`src/rtl/dmem_arbiter.sv`:
```
// rtl/dmem_arbiter.sv - two-port round-robin arbiter and sequencer for the single-port dmem
// One access slot = one IDLE cycle to sample and register the winner, then one ACCESS cycle.
module dmem_arbiter #(
  parameter int AW = 8,
  parameter int DW = 8,
  parameter int CW = 16
) (
  input  logic          clk,
  input  logic          rst_n,
  input  logic          req0,
  input  logic          we0,
  input  logic [AW-1:0] ad0,
  input  logic [DW-1:0] wd0,
  output logic          gnt0,
  output logic          rvalid0,
  input  logic          req1,
  input  logic          we1,
  input  logic [AW-1:0] ad1,
  input  logic [DW-1:0] wd1,
  output logic          gnt1,
  output logic          rvalid1,
  output logic [DW-1:0] rdata,
  output logic          m_wm,
  output logic [AW-1:0] m_ad,
  output logic [DW-1:0] m_in,
  input  logic [DW-1:0] m_out,
  output logic          busy,
  output logic [CW-1:0] tx_cnt
);

  typedef enum logic {IDLE, ACCESS} state_t;

  state_t state;
  logic   last;
  logic   win;
  logic   pick1;

  // Port 1 wins when alone, or on a tie when port 0 was served last.
  assign pick1 = req1 & (~req0 | ~last);

  always_ff @(posedge clk) begin
    if (!rst_n) begin
      state   <= IDLE;
      last    <= 1'b1;
      win     <= 1'b0;
      gnt0    <= 1'b0;
      gnt1    <= 1'b0;
      rvalid0 <= 1'b0;
      rvalid1 <= 1'b0;
      rdata   <= '0;
      m_wm    <= 1'b0;
      m_ad    <= '0;
      m_in    <= '0;
      busy    <= 1'b0;
      tx_cnt  <= '0;
    end else begin
      case (state)
        IDLE: begin
          rvalid0 <= 1'b0;
          rvalid1 <= 1'b0;
          if (req0 | req1) begin
            state  <= ACCESS;
            busy   <= 1'b1;
            last   <= pick1;
            win    <= pick1;
            gnt0   <= ~pick1;
            gnt1   <= pick1;
            m_wm   <= pick1 ? we1 : we0;
            m_ad   <= pick1 ? ad1 : ad0;
            m_in   <= pick1 ? wd1 : wd0;
            tx_cnt <= tx_cnt + {{(CW-1){1'b0}}, 1'b1};
          end
        end
        ACCESS: begin
          state <= IDLE;
          busy  <= 1'b0;
          gnt0  <= 1'b0;
          gnt1  <= 1'b0;
          m_wm  <= 1'b0;
          // m_wm still holds the winner's direction during ACCESS.
          if (!m_wm) begin
            rdata   <= m_out;
            rvalid0 <= ~win;
            rvalid1 <= win;
          end
        end
        default: state <= IDLE;
      endcase
    end
  end

endmodule

```
`config.mk`:
```
export PLATFORM = sky130hd
export DESIGN_NAME = dmem_arbiter
export DESIGN_NICKNAME = d
export VERILOG_FILES = /design/src/rtl/dmem_arbiter.sv
export SDC_FILE = /design/constraint.sdc
export NUM_CORES = 1
export LEC_CHECK = 0
export CORE_UTILIZATION = 25
export DETAILED_ROUTE_END_ITERATION = 8
export PLACE_DENSITY = 0.62
export SLEW_MARGIN = 20
export SYNTH_ARGS = -nofsm -noshare
export SYNTH_HDL_FRONTEND = slang
export SYNTH_SLANG_ARGS = --single-unit
```
`constraint.sdc`:
```
create_clock -name clk -period 2.1 [get_ports clk]
set_clock_uncertainty 0.15 [all_clocks]
set_input_delay 0.315 -clock clk [delete_from_list [all_inputs] [get_ports clk]]
set_output_delay 0.315 -clock clk [all_outputs]
set_load 0.05 [all_outputs]
```
==> results of run 1 <==
## metal layers
| metal | routed length, um | vias to the layer above |
|---|---|---|
| met4 | 30 | 0 |
| met3 | 426 | 2 |
| met2 | 2390 | 77 |
| li1 | - | 942 |
| met5 | 0 | - |
| met1 | 2320 | 852 |
## power breakdown
part / internal (uW) / switching, uW
logic: 237 / 301
clock network: 220 / 282
registers: 981 / 37.3
## sequential cells by signal, summed over array words and instances (netlist names)
register and cells:
gnt0 1, state 1, rdata 8, m_in 8
last 1, m_wm 1, gnt1 1, m_ad 8
rvalid0 1, win 1, rvalid1 1, tx_cnt 16
busy 1
## repair_timing
item	4_1_cts	5_1_grt
hold buffers	0	0
setup endpoints to repair	0	14
gates resized for setup	0	2
## per-stage QoR
step                total power [uW]  area (um2)
floorplan                       1340        1940
global placement                1570        3040
detailed placement              1580        3040
CTS                             2100        3110
global route                    2190        3120
finish                          2060        3120
## cell type report
type / count / area (um2)
inverters: 5 / 18.8
multi-input cells: 139 / 896
repair buffers: 107 / 1030
flip-flops and latches: 49 / 981
clock buffers: 5 / 68.8
clock inverters: 1 / 5.00
well taps: 99 / 124
fillers: 755 / 4250
## worst max-delay path by stage
stage,slack (ps),depth (start not counted),start,endpoint
floorplan,110,4,tx_cnt[0]$_SDFFE_PN0P_,tx_cnt[15]$_SDFFE_PN0P_
global placement,-170,5,req0,m_ad[2]$_SDFFE_PN0P_
detailed placement,-210,5,req0,m_in[3]$_SDFFE_PN0P_
CTS,50,1,tx_cnt[5]$_SDFFE_PN0P_,tx_cnt[5]
global route,0.6,1,tx_cnt[5]$_SDFFE_PN0P_,tx_cnt[5]
finish,80,1,tx_cnt[5]$_SDFFE_PN0P_,tx_cnt[5]
## cell usage in the layout, fill, tap and decap left out
cell and n:
or3_1 6, buf_4 18, a211o_1 1, xor2_1 4
o21ai_0 6, and2_0 1, a21oi_1 9, dlymetal6s2s_1 1
nor4b_1 1, nor3_1 2, a211oi_2 1, nor2b_1 2
mux2i_1 11, ha_1 1, nand4_1 5, a211oi_1 1
nor2_1 40, nand2b_1 4, and3_1 2, a222oi_1 16
clkdlybuf4s50_1 88, nand3_1 5, nor3_4 1, nor4_2 1
xnor2_1 6, clkinv_1 1, inv_1 4, o21ba_2 1
clkinv_2 1, and4_1 1, clkbuf_8 5, a22oi_1 1
nor4_1 1, dfxtp_1 49, o21bai_2 1, nand2_1 8
## synthesized netlist by cell type, types with 2 or more instances
cell / n
nand4_1: 5
xnor2_1: 6
or3_1: 6
nor3_1: 2
o21ai_0: 6
a21oi_1: 9
nand3_1: 5
dfxtp_1: 49
nor2b_1: 2
a222oi_1: 16
clkbuf_1: 4
nand2_1: 8
nor2_1: 40
inv_1: 4
xor2_1: 4
and3_1: 2
buf_2: 7
mux2i_1: 11
nand2b_1: 4
## cell families after synthesis
| logic type | after synthesis | share of synthesized area (%) |
|---|---|---|
| XOR/XNOR | 10 | 4.52 |
| AND/OR/NAND/NOR | 80 | 20.0 |
| adder cells (fa/ha/maj) | 1 | 0.646 |
| AO/OA/AOI/OAI | 37 | 14.9 |
| flip-flops | 49 | 50.7 |
| buffers and inverters | 16 | 3.55 |
| multiplexers | 11 | 5.69 |
==> out/results.ini, run 1 <==
[critical_path]
r2r-end = tx_cnt[6]$_SDFFE_PN0P_
endpoint_kind = output pin
required_ps = 1630
r2r-start = tx_cnt[0]$_SDFFE_PN0P_
cp_top_family = buffers and inverters
cpMaxStageDelayCell = clkdlybuf4s50_1
start_kind = flip-flop
path_buf_inv = 1
path_class = flip-flop to output pin
r2r_cells = 5
crit_arrival_ps = 1550
cp_slowest_stage_delay_ps = 850
cp_max_fo = 5
regToRegSetupSlack_ps = 390
crit_chain = clkdlybuf4s50_1

[clocking]
numCtsBuffers = 5
cts_setup_buffers = 0
clock_sinks = 49
cts_max_level = 2
cts_tree = done
cts.clk_slew.worst_paths_ps = 80
cts.path.max_buffers = 2
clk_latency_ps = 280
clockRootBuffer = clkbuf_8

[worst_hold_path]
hold_start = rdata[2]$_SDFFE_PN0P_
hold_class = flip-flop to flip-flop
min_to = rdata[2]$_SDFFE_PN0P_
hold-path-cell-count = 2

[grt]
antenna_found_initial = 0
grt.overflow.total = 0
grt_usage_pct = 13.5
grt_pass1_vias = 1824
grt_first_pass_wirelength_um = 8850
met3_usage_pct = 5.08
grt.busiest_layer = met2
grt_util_met1_pct = 16.3
grt_max_degree = 23
grt.met2_usage_pct = 22.5

[synth]
ys_top_cells_by_area = dfxtp_1, a222oi_1, nor2_1
syn-num-nets = 251
yosysSeqAreaShare_pct = 50.7
ys.flop_type = dfxtp_1
syn_area_mm2 = 0.00194
ys_async_sr_fraction_pct = 0
ys_ff_latch = 49
synth_edf_count = 0
synth_top_area_cell = dfxtp_1
syn_inst = 204
avgSynthCellArea_um2 = 9.49
synth_top_area_share_pct = 50.7
synth.distinct_cells = 33
synth_warnings = 0

[outcome]
status = finished, final reports clean

[sta]
finalSetupViolCount = 0
fin_crit_sh_pct = 96.1
fmax_mhz = 495
fin_crit_ps = 2020
hold_ws_ps = 346
tightestPinTransition_ps = 639
setup_tns_ps = 0
rsz0062_at_grt = false
relSlewSlack_pct = 57.3
fin_ws_ps = 81.5
slew_violations = 0
hold_viol_final = 0

[floorplan]
num_io_pins = 92
coreArea_mm2 = 0.00737
die_w_um = 90.0
die-area_mm2 = 0.00810
start_util_pct = 26.3
rows = 31
fp.dieH_um = 90.0

[drt]
detail-route-antenna-nets = 0
routed_wl_um = 5170
drt_pass1_iterations = 5
via_per_inst = 4.62
dr.first_iter.drc_count = 90
num_vias = 1873
wl_per_cell_um = 12.8
drc = 0

[cells_and_area]
fin_nets = 354
syn2layout_area_growth_pct = 61.3
postLayoutCoreUtil_pct = 42.4
final_layout_size_suffix_gt1_share_pct = 9.48
antenna_cells = 0
layoutNonFillerInstCount = 405

[place]
dp_hpwl_um = 3940
port_buffers = 91
dp_slack_ps = -206
place_congestion = 0.756
post-place-cells = 399

[pwr]
worst_ir_drop_vdd_mv = 0.318
p_per_area_mw_per_mm2 = 659
p_leak_uw = 0.00116

[flow_run]
max_cap_viol_count = 0

No activity file was read; power rests on OpenSTA's default activity.
==> run 2: changes to the inputs <==
--- a/config.mk
+++ b/config.mk
@@ -5,9 +5,9 @@
 export SDC_FILE = /design/constraint.sdc
 export NUM_CORES = 1
 export LEC_CHECK = 0
-export CORE_UTILIZATION = 25
+export CORE_UTILIZATION = 40
 export DETAILED_ROUTE_END_ITERATION = 8
-export PLACE_DENSITY = 0.62
+export PLACE_DENSITY = 0.87
 export SLEW_MARGIN = 20
 export SYNTH_ARGS = -nofsm -noshare
 export SYNTH_HDL_FRONTEND = slang
==> run 2 against run 1 <==
Net effect:
- first-iteration DRC count up 41%
- non-clock buffer count is 5 lower
- core utilization rose by 25 points
- clock power increased by 8.4%
- critical endpoint is now tx_cnt[3]
- combinational power barely moved
- via count rose by 0.69%
- critical path depth did not move
- final cell count is 13% lower
- routed wire length fell by 7.7%
- global-route usage is 5.6 points higher
- hold slack worse by 17 ps
==> out/results.ini, run 2 (synthesis gave the netlist of run 1 again) <==
[outcome]
status = finished, final reports clean

[sta]
finalSetupViolCount = 0  ; unchanged
fmax_mhz = 486  ; -1.8%
relSlewSlack_pct = 57.7  ; +0.43 points
rsz0062_at_grt = false
slew_violations = 0  ; unchanged
tightestPinTransition_ps = 633  ; -6.41 ps
fin_crit_ps = 2060  ; +37.6 ps
fin_crit_sh_pct = 97.9  ; +1.8 points
hold_ws_ps = 328  ; -17.5 ps
hold_viol_final = 0  ; unchanged

[critical_path]
cp_top_family = buffers and inverters
endpoint_kind = output pin
cp_slowest_stage_delay_ps = 850  ; about the same
path_class = flip-flop to output pin
path_buf_inv = 1  ; unchanged
worst-path-stages = 1  ; unchanged
required_ps = 1630  ; about the same
cp_max_fo = 7  ; +2
r2r_cells = 4  ; -1
crit_arrival_ps = 1590  ; +40 ps
start_kind = flip-flop
crit_chain = clkdlybuf4s50_1
cpMaxStageDelayCell = clkdlybuf4s50_1

[floorplan]
die-area_mm2 = 0.00512  ; -37%
coreArea_mm2 = 0.00450  ; -39%
rows = 24  ; -23%
num_io_pins = 92  ; unchanged
die_w_um = 71.6  ; -20%
fp.dieH_um = 71.6  ; -20%
start_util_pct = 43.0  ; +17 points

[clocking]
cts.clk_slew.worst_paths_ps = 80  ; about the same
cts.path.max_buffers = 2  ; unchanged
cts_tree = done
clock_sinks = 49  ; unchanged
cts_max_level = 2  ; unchanged
clk_latency_ps = 290  ; about the same
clockRootBuffer = clkbuf_8
hold_buffers = 0  ; unchanged
numCtsBuffers = 5  ; unchanged

[flow_run]
max_cap_viol_count = 0  ; unchanged

[grt]
antenna_found_initial = 0  ; unchanged
grt_pass1_vias = 1750  ; -4.1%
grt_max_degree = 21  ; -8.7%
grt_first_pass_wirelength_um = 7800  ; -12%
grt.overflow.total = 0  ; unchanged
grt_usage_pct = 19.1  ; +5.6 points

[worst_hold_path]
hold-path-cell-count = 2  ; unchanged
hold_class = flip-flop to flip-flop

[drt]
detail-route-antenna-nets = 0  ; unchanged
via_per_inst = 5.33  ; +15%
wl_per_cell_um = 13.5  ; +5.6%
dr.first_iter.drc_count = 127  ; +41%
drt_pass1_iterations = 7  ; +2
drc = 0  ; unchanged
num_vias = 1886  ; +0.69%
routed_wl_um = 4770  ; -7.7%

[cells_and_area]
postLayoutCoreUtil_pct = 67.7  ; +25 points
largest_register = tx_cnt
layout_commonest_cell = clkdlybuf4s50_1
final_cell_mix = clkdlybuf4s50_1, dfxtp_1, nor2_1
final_layout_size_suffix_gt1_share_pct = 7.62  ; -1.9 points
n_fill_cell = 393  ; -48%
fin_nets = 349  ; -1.4%
antenna_cells = 0  ; unchanged
syn2layout_area_growth_pct = 57.6
layoutNonFillerInstCount = 354  ; -13%
largest_reg_flops = 16  ; unchanged

[pwr]
p_per_area_mw_per_mm2 = 687  ; +4.3%
p_leak_uw = 0.00112  ; -3.2%
worst_ir_drop_vdd_mv = 0.371  ; +17%

[place]
post-place-cells = 347  ; -13%
place_congestion = 0.745  ; -1.4%
port_buffers = 91  ; unchanged
dp_hpwl_um = 3540  ; -10%

## run 2: cell types whose count changed in the layout (fill, tap and decap cells not counted)
cell,delta
buf_12,+1
buf_4,-7
clkbuf_1,+1
clkbuf_8,+1
clkdlybuf4s50_1,+2
clkinv_2,-1
dlymetal6s2s_1,-1
## run 2: what timing repair did
item	4_1_cts	5_1_grt
gates resized for setup	0	1
setup endpoints to repair	0	16
buffers inserted	0	0
## run 2: layer usage
metal	global-route usage [%]	vias up	share of wire (%)
li1	-	935	-
met1	22.6	875	41
met2	33.8	71	50
met3	6.33	5	7.9
met4	4.58	0	0.71
met5	0	-	0
## run 2: cell type report
cell class | instances | area (um2) | area share, %
inverter | 5 | 18.8 | 0.615
multi-input combinational | 139 | 896 | 29.4
tap | 52 | 65.1 | 2.13
clock buffer | 7 | 86.3 | 2.83
sequential | 49 | 981 | 32.2
timing repair buffer | 102 | 1000 | 32.9
## run 2: worst paths after layout
path / from / endpoint / slack [ps]
max reg2reg: state$_SDFF_PP0_ / tx_cnt[15]$_SDFFE_PN0P_ / 380
max: tx_cnt[3]$_SDFFE_PN0P_ / tx_cnt[3] / 40
min: busy$_SDFFE_PN0P_ / busy$_SDFFE_PN0P_ / 330
min reg2reg: busy$_SDFFE_PN0P_ / busy$_SDFFE_PN0P_ / 330
## run 2: per-stage QoR
| stage | area (um2) | total power (uW) | TNS [ps] | worst slack (ps) |
|---|---|---|---|---|
| floorplan | 1940 | 1340 | 0 | 107 |
| global placement | 2960 | 1560 | -3020 | -196 |
| detailed placement | 2960 | 1570 | -3220 | -248 |
| CTS | 3040 | 2110 | 0 | 41.6 |
| global route | 3050 | 2180 | 0 | 10.3 |
| finish | 3050 | 2100 | 0 | 43.9 |
## run 2: power breakdown
part | total [uW] | switching (uW) | internal, uW
Combinational | 536 | 300 | 236
Sequential | 1020 | 36.2 | 981
Clock | 543 | 281 | 262
Total | 2100 | 617 | 1480
==> run 3: changes to the inputs <==
--- a/config.mk
+++ b/config.mk
@@ -5,8 +5,11 @@
 export SDC_FILE = /design/constraint.sdc
 export NUM_CORES = 1
 export LEC_CHECK = 0
+export CORE_MARGIN = 2
 export CORE_UTILIZATION = 40
 export DETAILED_ROUTE_END_ITERATION = 8
+export GPL_ROUTABILITY_DRIVEN = 0
+export HOLD_SLACK_MARGIN = 0.03
 export PLACE_DENSITY = 0.87
 export SLEW_MARGIN = 20
 export SYNTH_ARGS = -nofsm -noshare
==> run 3 against run 2 <==
Net effect:
- maximum frequency up 1.8%
- core utilization is 2.4 points lower
- critical path depth did not move
- critical path type unchanged
- highest routed layer unchanged
- total power grew 2.1%
- non-clock buffer count is 1 higher
- largest cell class unchanged
- hold slack better by 18 ps
- final cell count rose by 1.1%
- clock power up 9.0%
- die area is 5.7% higher
==> out/results.ini, run 3 (synthesis gave the netlist of run 1 again) <==
[sta]
fin_crit_ps = 2020  ; -36.2 ps
fin_ws_ps = 80.1  ; +36.2 ps
fin_crit_sh_pct = 96.2  ; -1.7 points
slew_violations = 0  ; unchanged
setup_tns_ps = 0  ; unchanged
fmax_mhz = 495  ; +1.8%
rsz0062_at_grt = false
finalSetupViolCount = 0  ; unchanged
relSlewSlack_pct = 58.9  ; +1.2 points
tightestPinTransition_ps = 615  ; -17.8 ps
hold_viol_final = 0  ; unchanged
hold_ws_ps = 346  ; +17.5 ps

[drt]
routed_wl_um = 4840  ; +1.4%
drt_pass1_iterations = 6  ; -1
wl_per_cell_um = 13.5  ; +0.29%
dr.first_iter.drc_count = 155  ; +22%
drc = 0  ; unchanged
via_per_inst = 5.32  ; -0.12%
detail-route-antenna-nets = 0  ; unchanged
num_vias = 1905  ; +1.0%

[floorplan]
die-area_mm2 = 0.00541  ; +5.7%
num_io_pins = 92  ; unchanged
fp.dieH_um = 73.6  ; +2.8%
coreArea_mm2 = 0.00469  ; +4.2%
start_util_pct = 41.3  ; -1.7 points
die_w_um = 73.6  ; +2.8%
rows = 25  ; +4.2%

[clocking]
cts.clk_slew.worst_paths_ps = 90  ; about the same
cts.path.max_buffers = 2  ; unchanged
cts_tree = done
cts_max_level = 2  ; unchanged
numCtsBuffers = 5  ; unchanged
clockRootBuffer = clkbuf_8
clk_latency_ps = 300  ; about the same
hold_buffers = 0  ; unchanged
clock_sinks = 49  ; unchanged

[grt]
grt.overflow.total = 0  ; unchanged
grt_max_degree = 23  ; +9.5%
grt_first_pass_wirelength_um = 7860  ; +0.72%
antenna_found_initial = 0  ; unchanged
grt_pass1_vias = 1780  ; +1.7%
grt_usage_pct = 19.0  ; -0.10 points

[cells_and_area]
final_cell_mix = clkdlybuf4s50_1, dfxtp_1, nor2_1
final_layout_size_suffix_gt1_share_pct = 8.55  ; +0.94 points
largest_register = tx_cnt
largest_reg_flops = 16  ; unchanged
layout_commonest_cell = clkdlybuf4s50_1
syn2layout_area_growth_pct = 58.4
antenna_cells = 0  ; unchanged
design_area_mm2 = 0.00307  ; +0.49%
fin_nets = 350  ; +0.29%

[critical_path]
path_buf_inv = 1  ; unchanged
start_kind = flip-flop
cp_top_family = buffers and inverters
cpMaxStageDelayCell = clkdlybuf4s50_1
endpoint_kind = output pin
crit_arrival_ps = 1550  ; -40 ps
cp_slowest_stage_delay_ps = 840  ; about the same
crit_chain = clkdlybuf4s50_1
cp_max_fo = 7  ; unchanged
path_class = flip-flop to output pin
required_ps = 1630  ; about the same

[pwr]
worst_ir_drop_vdd_mv = 0.453  ; +22%
p_leak_uw = 0.00115  ; +2.6%
p_per_area_mw_per_mm2 = 698  ; +1.6%

[place]
dp_slack_ps = -224  ; +24.0 ps
dp_hpwl_um = 3740  ; +5.7%
postPlaceCellArea_mm2 = 0.00296  ; about the same
port_buffers = 91  ; unchanged

[flow_run]
max_cap_viol_count = 0  ; unchanged

[outcome]
status = finished, final reports clean

[worst_hold_path]
hold_class = flip-flop to flip-flop

[run 3: stage by stage]
stage / util, % / power (uW) / std cells
after detailed placement: 63.0 / 1570 / 350
after CTS: 65.1 / 2160 / 358
after global placement: 63.0 / 1560 / 350
after floorplan: - / 1340 / 204
after global routing: 65.3 / 2240 / 358
final: 65.3 / 2140 / 358
[run 3: power breakdown]
| group | internal, uW | total [uW] | leakage, uW | switching [uW] |
|---|---|---|---|---|
| sequential | 981 | 1020 | 0.000401 | 37.6 |
| clock | 298 | 592 | 0.0000542 | 294 |
| combinational | 231 | 529 | 0.000696 | 298 |
[run 3: path summary, 6_finish.rpt]
kind | startpoint | endpoint | slack, ps | depth (start not counted)
worst max-delay path | tx_cnt[3]$_SDFFE_PN0P_ | tx_cnt[3] | 80 | 1
worst max register to register | tx_cnt[0]$_SDFFE_PN0P_ | tx_cnt[6]$_SDFFE_PN0P_ | 370 | 5
worst min register to register | busy$_SDFFE_PN0P_ | busy$_SDFFE_PN0P_ | 350 | 2
worst min-delay path | busy$_SDFFE_PN0P_ | busy$_SDFFE_PN0P_ | 350 | 2
[run 3: cell type report]
class / instances / area, um2
well taps: 54 / 67.6
clock inverters: 1 / 5.00
flip-flops and latches: 49 / 981
clock buffers: 7 / 96.3
multi-input cells: 139 / 896
inverters: 5 / 18.8
repair buffers: 103 / 1000
fillers: 385 / 1630
[run 3: per-layer routing]
layer / up-vias / GRT usage [%] / wire, um
met5: - / 0 / 0
met2: 93 / 31.7 / 2370
met4: 0 / 6.67 / 63
met3: 6 / 8.23 / 463
met1: 866 / 21.7 / 1940
li1: 940 / - / -
[run 3: repair_timing]
item	in CTS	in global routing
resized for setup	0	2
setup buffers	0	0
endpoints found under the setup margin	0	12
